==> src/rtl/uart_tx_port.sv <==
// ============================================================================
// Module   : uart_tx_port
// Purpose  : CPU output-port UART transmitter. Bytes from the port write
//            strobe are queued in a small FIFO and sent as 8N1 frames on tx.
//            A status byte {5'b0, ovf, full, busy} is read back for polling.
// Revision : 1.0 - initial release
// ============================================================================
`default_nettype none

module uart_tx_port #(
  parameter int CLKS_PER_BIT = 16,
  parameter int FIFO_DEPTH   = 4
) (
  input  logic       clk,
  input  logic       reset,
  input  logic       wr_en,
  input  logic [7:0] wr_data,
  input  logic       clr_ovf,
  output logic       tx,
  output logic       busy,
  output logic [7:0] status
);

  localparam int PTR_W  = $clog2(FIFO_DEPTH);
  localparam int CNT_W  = PTR_W + 1;
  localparam int BAUD_W = $clog2(CLKS_PER_BIT);

  localparam logic [BAUD_W-1:0] c_baud_last = BAUD_W'(CLKS_PER_BIT - 1);
  localparam logic [CNT_W-1:0]  c_cnt_full  = CNT_W'(FIFO_DEPTH);

  localparam logic [1:0] c_st_idle  = 2'd0;
  localparam logic [1:0] c_st_start = 2'd1;
  localparam logic [1:0] c_st_data  = 2'd2;
  localparam logic [1:0] c_st_stop  = 2'd3;

  logic [7:0]        mem_q [FIFO_DEPTH];
  logic [7:0]        mem_d [FIFO_DEPTH];
  logic [PTR_W-1:0]  wr_ptr_q, wr_ptr_d;
  logic [PTR_W-1:0]  rd_ptr_q, rd_ptr_d;
  logic [CNT_W-1:0]  count_q, count_d;
  logic              ovf_q, ovf_d;
  logic [1:0]        state_q, state_d;
  logic [BAUD_W-1:0] baud_q, baud_d;
  logic [2:0]        bit_idx_q, bit_idx_d;
  logic [7:0]        shift_q, shift_d;
  logic              tx_q, tx_d;

  logic w_full;
  logic w_push;
  logic w_pop;
  logic w_baud_done;

  // Full check uses the pre-edge count, so a pop on the same edge never
  // rescues a write into a full FIFO.
  assign w_full      = (count_q == c_cnt_full);
  assign w_push      = wr_en && !w_full;
  assign w_pop       = (state_q == c_st_idle) && (count_q != '0);
  assign w_baud_done = (baud_q == c_baud_last);

  // FIFO storage, pointers, occupancy and sticky overflow next-state
  always_comb begin
    mem_d    = mem_q;
    wr_ptr_d = wr_ptr_q;
    rd_ptr_d = rd_ptr_q;
    count_d  = count_q;
    ovf_d    = ovf_q;
    if (w_push) begin
      mem_d[wr_ptr_q] = wr_data;
      wr_ptr_d        = wr_ptr_q + PTR_W'(1);
    end
    if (w_pop) begin
      rd_ptr_d = rd_ptr_q + PTR_W'(1);
    end
    if (w_push && !w_pop) begin
      count_d = count_q + CNT_W'(1);
    end else if (!w_push && w_pop) begin
      count_d = count_q - CNT_W'(1);
    end
    // Setting wins over a coincident clear.
    if (wr_en && w_full) begin
      ovf_d = 1'b1;
    end else if (clr_ovf) begin
      ovf_d = 1'b0;
    end
  end

  // Frame sequencer: start bit, 8 data bits LSB first, stop bit
  always_comb begin
    state_d   = state_q;
    baud_d    = baud_q;
    bit_idx_d = bit_idx_q;
    shift_d   = shift_q;
    tx_d      = tx_q;
    case (state_q)
      c_st_idle: begin
        tx_d = 1'b1;
        if (w_pop) begin
          shift_d = mem_q[rd_ptr_q];
          baud_d  = '0;
          state_d = c_st_start;
          tx_d    = 1'b0;
        end
      end
      c_st_start: begin
        if (w_baud_done) begin
          baud_d    = '0;
          bit_idx_d = 3'd0;
          state_d   = c_st_data;
          tx_d      = shift_q[0];
        end else begin
          baud_d = baud_q + BAUD_W'(1);
        end
      end
      c_st_data: begin
        if (w_baud_done) begin
          baud_d = '0;
          if (bit_idx_q == 3'd7) begin
            state_d = c_st_stop;
            tx_d    = 1'b1;
          end else begin
            shift_d   = {1'b0, shift_q[7:1]};
            bit_idx_d = bit_idx_q + 3'd1;
            tx_d      = shift_q[1];
          end
        end else begin
          baud_d = baud_q + BAUD_W'(1);
        end
      end
      default: begin
        tx_d = 1'b1;
        if (w_baud_done) begin
          baud_d  = '0;
          state_d = c_st_idle;
        end else begin
          baud_d = baud_q + BAUD_W'(1);
        end
      end
    endcase
  end

  // State registers with synchronous reset; reset abandons any frame
  always_ff @(posedge clk) begin
    if (reset) begin
      for (int i = 0; i < FIFO_DEPTH; i++) begin
        mem_q[i] <= 8'h00;
      end
      wr_ptr_q  <= '0;
      rd_ptr_q  <= '0;
      count_q   <= '0;
      ovf_q     <= 1'b0;
      state_q   <= c_st_idle;
      baud_q    <= '0;
      bit_idx_q <= 3'd0;
      shift_q   <= 8'h00;
      tx_q      <= 1'b1;
    end else begin
      mem_q     <= mem_d;
      wr_ptr_q  <= wr_ptr_d;
      rd_ptr_q  <= rd_ptr_d;
      count_q   <= count_d;
      ovf_q     <= ovf_d;
      state_q   <= state_d;
      baud_q    <= baud_d;
      bit_idx_q <= bit_idx_d;
      shift_q   <= shift_d;
      tx_q      <= tx_d;
    end
  end

  assign tx     = tx_q;
  assign busy   = (state_q != c_st_idle) || (count_q != '0);
  assign status = {5'b00000, ovf_q, w_full, busy};

endmodule

`default_nettype wire

==> config.mk <==
export PLATFORM = sky130hd
export DESIGN_NAME = uart_tx_port
export DESIGN_NICKNAME = d
export VERILOG_FILES = /design/src/rtl/uart_tx_port.sv
export SDC_FILE = /design/constraint.sdc
export NUM_CORES = 1
export LEC_CHECK = 0
export CORE_ASPECT_RATIO = 1.25
export CORE_MARGIN = 1
export CORE_UTILIZATION = 40
export CTS_CLUSTER_DIAMETER = 120
export DETAILED_ROUTE_END_ITERATION = 8
export PLACE_DENSITY = 0.58
export REMOVE_ABC_BUFFERS = 1
export SYNTH_ARGS = -nofsm -noshare
export SYNTH_HDL_FRONTEND = slang
export SYNTH_SLANG_ARGS = --single-unit
==> constraint.sdc <==
create_clock -name clk -period 2.4 [get_ports clk]
set_input_delay 0.24 -clock clk [delete_from_list [all_inputs] [get_ports clk]]
set_output_delay 0.24 -clock clk [all_outputs]
set_load 0.02 [all_outputs]
==> results of run 1 <==
critical path: stages, from the launching register on:
cell and delay [ns]:
dfxtp_1 0.36, inv_1 0.10, ha_1 0.21, o31ai_2 0.11, ha_1 0.26, inv_1 0.06, fa_1 0.37, xor2_1 0.17
or3_1 0.30, a21oi_1 0.14
cell type report:
cell class,count,share of cell area
multi-input cells,195,0.460
flip-flops and latches,58,0.343
repair buffers,27,0.0724
clock inverters,7,0.0417
clock buffers,9,0.0366
well taps,90,0.0332
inverters,12,0.0133
worst min path at each step:
stage,from,to,slack [ns],cells past startpoint
3_5_place_dp,mem_q[15],mem_q[15],0.48,2
4_1_cts,reset,baud_q[1],0.30,2
6_report,reset,baud_q[1],0.30,2
3_3_place_gp,mem_q[20],mem_q[20],0.47,2
2_1_floorplan,reset,shift_q[4],0.30,1
5_1_grt,reset,baud_q[1],0.31,2
sequential cells by signal, summed over array words and instances, names as in the netlist:
name       flops
state_q        2
ovf_q          1
shift_q        8
tx             1
count_q        3
baud_q         4
rd_ptr_q       2
bit_idx_q      3
mem_q         32
wr_ptr_q       2
stage by stage:
| step | util | cells |
|---|---|---|
| 6_report | 0.486 | 398 |
| 5_1_grt | 0.486 | 398 |
| 4_1_cts | 0.484 | 398 |
| 3_5_place_dp | 0.446 | 382 |
| 3_3_place_gp | 0.446 | 382 |
| 2_1_floorplan | - | 265 |
kinds of logic after synthesis:
| kind of cell | Yosys count |
|---|---|
| other | 1 |
| buffers and inverters | 35 |
| XOR/XNOR | 5 |
| AND/OR/NAND/NOR | 85 |
| AO/OA/AOI/OAI | 38 |
| multiplexers | 49 |
| flip-flops | 58 |
| adder cells (fa/ha/maj) | 13 |
power groups by stage:
| stage | combinational [mW] | clock [mW] | sequential (mW) |
|---|---|---|---|
| floorplan | 1.03 | 0 | 1.26 |
| global route | 1.62 | 1.27 | 1.27 |
| detailed placement | 1.47 | 0 | 1.27 |
| CTS | 1.48 | 1.22 | 1.25 |
| global placement | 1.46 | 0 | 1.27 |
| finish | 1.46 | 1.19 | 1.25 |
per-layer routing:
metal  up-vias  wire length (um)  GRT usage
met5         -                 0          0
met4         0               112     0.0769
met3        10               143     0.0340
met2        28              2530      0.251
met1       943              2480      0.199
li1       1013                 -          -
synth_stat cells, types with 4 or more instances:
library cell  number  area, um2
dfxtp_1           58       1160
nor2_1            57        214
mux2i_1           41        410
ha_1              12        150
inv_1             12       45.0
buf_4             10       75.1
mux4_2             8        180
o21ai_0            8       40.0
a211oi_1           7       52.6
a21oi_1            7       35.0
clkbuf_1           6       22.5
nand2_1            6       22.5
a22oi_1            5       37.5
buf_2              5       25.0
nand3_4            4       70.1
==> impl_results.md, run 1 <==
- Commonest cells after routing, fill and taps aside: dfxtp_1, nor2_1, mux2i_1
- Initial core utilization: 0.413
- Power Dens Cells: 1150 nW/um2
- Final Max Tran Viols: 0
- Detailed router's first-iteration violation count: 55
- Seq pwr share: 0.320
- WHS: 0.296 ns
- CTS H-tree depth: 3
- WP data arrival: 2.43 ns
- Final Power: 3.90 mW
- Final nets: 328
- Crit-path max FO: 4
- FF-to-FF setup slack: 0.25 ns
- Period utilization: 0.897
- Pre-CTS setup slack: 0.123 ns
- # DRC: 0
- # hold bufs at CTS: 0
- Post-synthesis area per instance: 10.2 um2
- Post-Syn Area: 2880 um2
- Gr usage total: 0.157
- DRT antenna net count: 0
- Sink Count: 58
- Worst-case clock buffer depth: 2
- Placed Instance Area: 3110 um2
- Yosys cell types: 40
- Cts repair resizes: 0
- Total number of vias: 1994
- RSZ-0062 raised after global routing: false
- DR pass1 iterations: 4
- Max cap viols: 0
- GPL Wtd Cong: 0.732
- CP startpoint: state_q[1]
- Peak VDD IR: 0.533 mV
- Post-synth ARST share: 0
- Fin area: 3390 um2
- Worst slew pin tran: 0.580 ns
- Post-DP HPWL: 3.62 mm
- Clk Latency, worst-skew pair: 0.34 ns
- Compound-Gate Fraction of Synth Area: 0.0951
- Setup CP Type: register to register
- Area of the multi-input gates: 1560 um2
- YS warnings: 0
- Reg2reg path depth: 9
- FF-to-FF End: count_q[2]
- Layout cells sized above 1: 0.156
- Setup crit end: count_q[2]
- Layout area overhead: 17.5%
- Startpoint Class: register
- Die extent in x: 77.9 um
- Global-route wire length before repair: 9.27 mm
- Die area: 7550 um2
- Sw power: 1.31 mW
- Setup bufs post-CTS: 0
- Combinational share of power: 0.375
- Commonest non-fill, non-tap cell in the layout: dfxtp_1
- Minimum clock period: 2.15 ns
- Yosys reg bits: 58
- WP data required: 2.67 ns
- Internal cell power: 2.60 mW
- Worst hold-check path type: input pin to register
- Row cnt: 34
- Clock slew at reported path FFs: 0.07 ns
- Setup TNS: 0 ns
- Final setup margin: 0.247 ns
- Fill cell count: 677
- Final hold viol count: 0
- Die Y: 96.9 um
- Boundary Pins: 22
- Mux share of post-synthesis cell area: 0.205
- Max-slew headroom: 0.613
- Post-Synth XOR/XNOR Area: 0.0152
- Syn Inst Count: 284
- Register area: 1160 um2
- Antenna diodes: 0
- Main combinational cell family by area after synthesis: multiplexers
- Clock Skews: 0.00676 ns
- CTS buffer count: 9
- Post-DR wirelength/cell: 13.2 um
- Synth Area in Adders: 0.0590
- Largest net degree at the start of global routing: 27
- GRT overflow: 0
- Post-DR vias/cell: 5.01
- Core area: 6980 um2
- Seq/Total Area, Yosys: 0.403
- Main synth FF type: dfxtp_1
- Fmax: 464 MHz
- Port buffer count: 16
- Number of synthesized flops with an enable pin: 0
- CP endpoint kind: register
- Root Buffer: clkbuf_8
- Outcome: complete, no violations
- Post-Synth Simple-Gate Area: 0.158
- Initial antenna violation count: 0
- Final setup viols: 0
- Routed WL: 5.27 mm
- CTS tree: done
- Number of global-route vias before repair: 2011
- P_leak: 1.56 nW
- Switching Share: 0.335
- Clock power frac: 0.306
- Reg-to-Reg Start: state_q[1]
Note: power is estimated with default switching activity, not from simulation.
==> inputs of run 2 (changes only) <==
- CORE_MARGIN: 1 -> 5
- clock period: 2.4 -> 2.5 ns (I/O delays scaled with it)
==> run 2 against run 1 <==
Effect of this change: utilization shrank 1.3 points; critical path depth shrank 2; combinational power shrank 8%; sequential cell count is the same; count of clock-buffer cells in the layout grew 4; cell area shrank 2.7%; register-to-register slack lost 0.07 ns; first-iteration DRC count grew 76%; routed wire length grew 3.2%; critical path type unchanged.
==> impl_results.md, run 2 (synthesized netlist as in run 1, its figures left out) <==
- Max cap viols: 0 (unchanged)
- Number of global-route vias before repair: 1965 (was 2011)
- Minimum clock period: 2.32 ns (was 2.15 ns)
- Port buffer count: 16 (unchanged)
- P_leak: 1.50 nW (was 1.56 nW)
- Seq pwr share: 0.353 (was 0.320)
- Boundary Pins: 22 (unchanged)
- Final Max Tran Viols: 0 (unchanged)
- RSZ-0062 raised after global routing: false (unchanged)
- Crit-path max FO: 5 (was 4)
- Worst-case clock buffer depth: 2 (unchanged)
- Fill cell count: 698 (was 677)
- Max-slew headroom: 0.607 (was 0.613)
- Commonest non-fill, non-tap cell in the layout: dfxtp_1 (unchanged)
- DRT antenna net count: 0 (unchanged)
- Row cnt: 34 (unchanged)
- Biggest register: mem_q (unchanged)
- Largest net degree at the start of global routing: 38 (was 27)
- Final Power: 3.46 mW (was 3.90 mW)
- Period utilization: 0.928 (was 0.897)
- Sink Count: 58 (unchanged)
- Initial core utilization: 0.413 (unchanged)
- Final setup viols: 0 (unchanged)
- Antenna diodes: 0 (unchanged)
- Max FFs per register: 32 (unchanged)
- Startpoint Class: register (unchanged)
- Routed WL: 5.44 mm (was 5.27 mm)
- Setup TNS: 0 ns (unchanged)
- Worst hold-check path type: input pin to register (unchanged)
- Area of the multi-input gates: 1550 um2 (was 1560 um2)
- Grt met2 use: 0.220 (was 0.251)
- Final Util: 0.473 (was 0.486)
- Root Buffer: clkbuf_8 (unchanged)
- Global-route wire length before repair: 9.55 mm (was 9.27 mm)
- Detailed router's first-iteration violation count: 97 (was 55)
- Clock power frac: 0.259 (was 0.306)
- Combinational share of power: 0.388 (was 0.375)
- Initial antenna violation count: 0 (unchanged)
- CTS tree: done (unchanged)
- Outcome: complete, no violations (unchanged)
- Die area: 9020 um2 (was 7550 um2)
- CTS buffer count: 9 (unchanged)
- WP data required: 2.76 ns (was 2.67 ns)
- Fin area: 3300 um2 (was 3390 um2)
- Fmax: 431 MHz (was 464 MHz)
- WP data arrival: 2.58 ns (was 2.43 ns)
- Sw power: 1.21 mW (was 1.31 mW)
- Clock Skews: 0.00742 ns (was 0.00676 ns)
- Post-DR vias/cell: 4.91 (was 5.01)
- Layout area overhead: 14.4% (was 17.5%)
- CP endpoint kind: register (unchanged)
- Peak VDD IR: 0.450 mV (was 0.533 mV)
- Grt met1 use: 0.163 (was 0.199)
- Clock slew at reported path FFs: 0.07 ns (about the same)
- WHS: 0.225 ns (was 0.296 ns)
- # DRC: 0 (unchanged)
- DR pass1 iterations: 4 (unchanged)
- GPL Wtd Cong: 0.746 (was 0.732)
- GRT overflow: 0 (unchanged)
- Internal cell power: 2.24 mW (was 2.60 mW)
- CTS H-tree depth: 3 (unchanged)
- Worst slew pin tran: 0.589 ns (was 0.580 ns)
- Total number of vias: 1936 (was 1994)
- Layout cells sized above 1: 0.138 (was 0.156)
- Core area: 6980 um2 (unchanged)
- Post-DP HPWL: 3.74 mm (was 3.62 mm)
- GRT busiest layer: met2 (unchanged)
- Final setup margin: 0.181 ns (was 0.247 ns)
- Inst Count DP: 379 (was 382)
- Placed Instance Area: 3090 um2 (was 3110 um2)
- Final hold viol count: 0 (unchanged)
- Gr usage total: 0.135 (was 0.157)
- Die Y: 105 um (was 96.9 um)
- Switching Share: 0.351 (was 0.335)
- Setup CP Type: register to register (unchanged)
- Clk Latency, worst-skew pair: 0.33 ns (was 0.34 ns)
- Pre-CTS setup slack: 0.162 ns (was 0.123 ns)
- Commonest cells after routing, fill and taps aside: dfxtp_1, nor2_1, mux2i_1 (unchanged)
- Final nets: 325 (was 328)
- Register area: 1160 um2 (unchanged)
- Post-DR wirelength/cell: 13.8 um (was 13.2 um)
- Power Dens Cells: 1050 nW/um2 (was 1150 nW/um2)
- Post-Layout Cell Count: 394 (was 398)
- Die extent in x: 85.9 um (was 77.9 um)
- Grt met3 use: 0.0339 (was 0.0340)
- Largest regs: mem_q (32), shift_q (8), baud_q (4) (unchanged)
==> run 2: power groups by stage <==
stage          logic, mW  clock network, mW  registers [mW]
5_1_grt             1.52              0.975            1.25
3_3_place_gp        1.35                  0            1.24
6_report            1.34              0.893            1.22
2_1_floorplan      0.991                  0            1.21
3_5_place_dp        1.36                  0            1.24
4_1_cts             1.37              0.919            1.23
==> run 2: layout make-up <==
type / count / area share
Inverter: 12 / 0.0137
Clock buffer: 13 / 0.0512
Clock inverter: 2 / 0.0106
Multi-Input combinational cell: 195 / 0.471
Timing Repair Buffer: 24 / 0.0668
Sequential cell: 58 / 0.352
Tap cell: 90 / 0.0342
==> run 2: what timing repair did <==
| item | in CTS | in global routing |
|---|---|---|
| hold buffers | 0 | 0 |
| buffers inserted | 0 | 0 |
| gates resized for setup | 0 | 2 |
| setup endpoints to repair | 0 | 2 |
==> run 2: final timing paths <==
check	start	to	slack (ns)	depth (start not counted)
setup / recovery	count_q[0]	count_q[2]	0.18	7
hold / removal	reset	baud_q[3]	0.23	2
setup reg to reg	count_q[0]	count_q[2]	0.18	7
hold reg to reg	mem_q[21]	mem_q[21]	0.49	2
==> run 2: worst max-delay path: stages, from the launching register on <==
cell	delay, ns
dfxtp_1	0.38
o31ai_1	0.55
ha_1	0.29
inv_1	0.06
fa_1	0.37
xor2_1	0.17
or3_1	0.30
a21oi_1	0.14
==> run 2: per-layer routing <==
layer / routed length, um / share of wire / vias to the layer above
met3: 169 / 0.031 / 10
met2: 2710 / 0.50 / 26
met5: 0 / 0 / -
met4: 114 / 0.021 / 0
met1: 2450 / 0.45 / 894
li1: - / - / 1006
==> inputs of run 3 (changes only) <==
- TNS_END_PERCENT: default -> 5
==> results of run 3 <==
Final layout, timing and power as in run 2 (identical DEF).
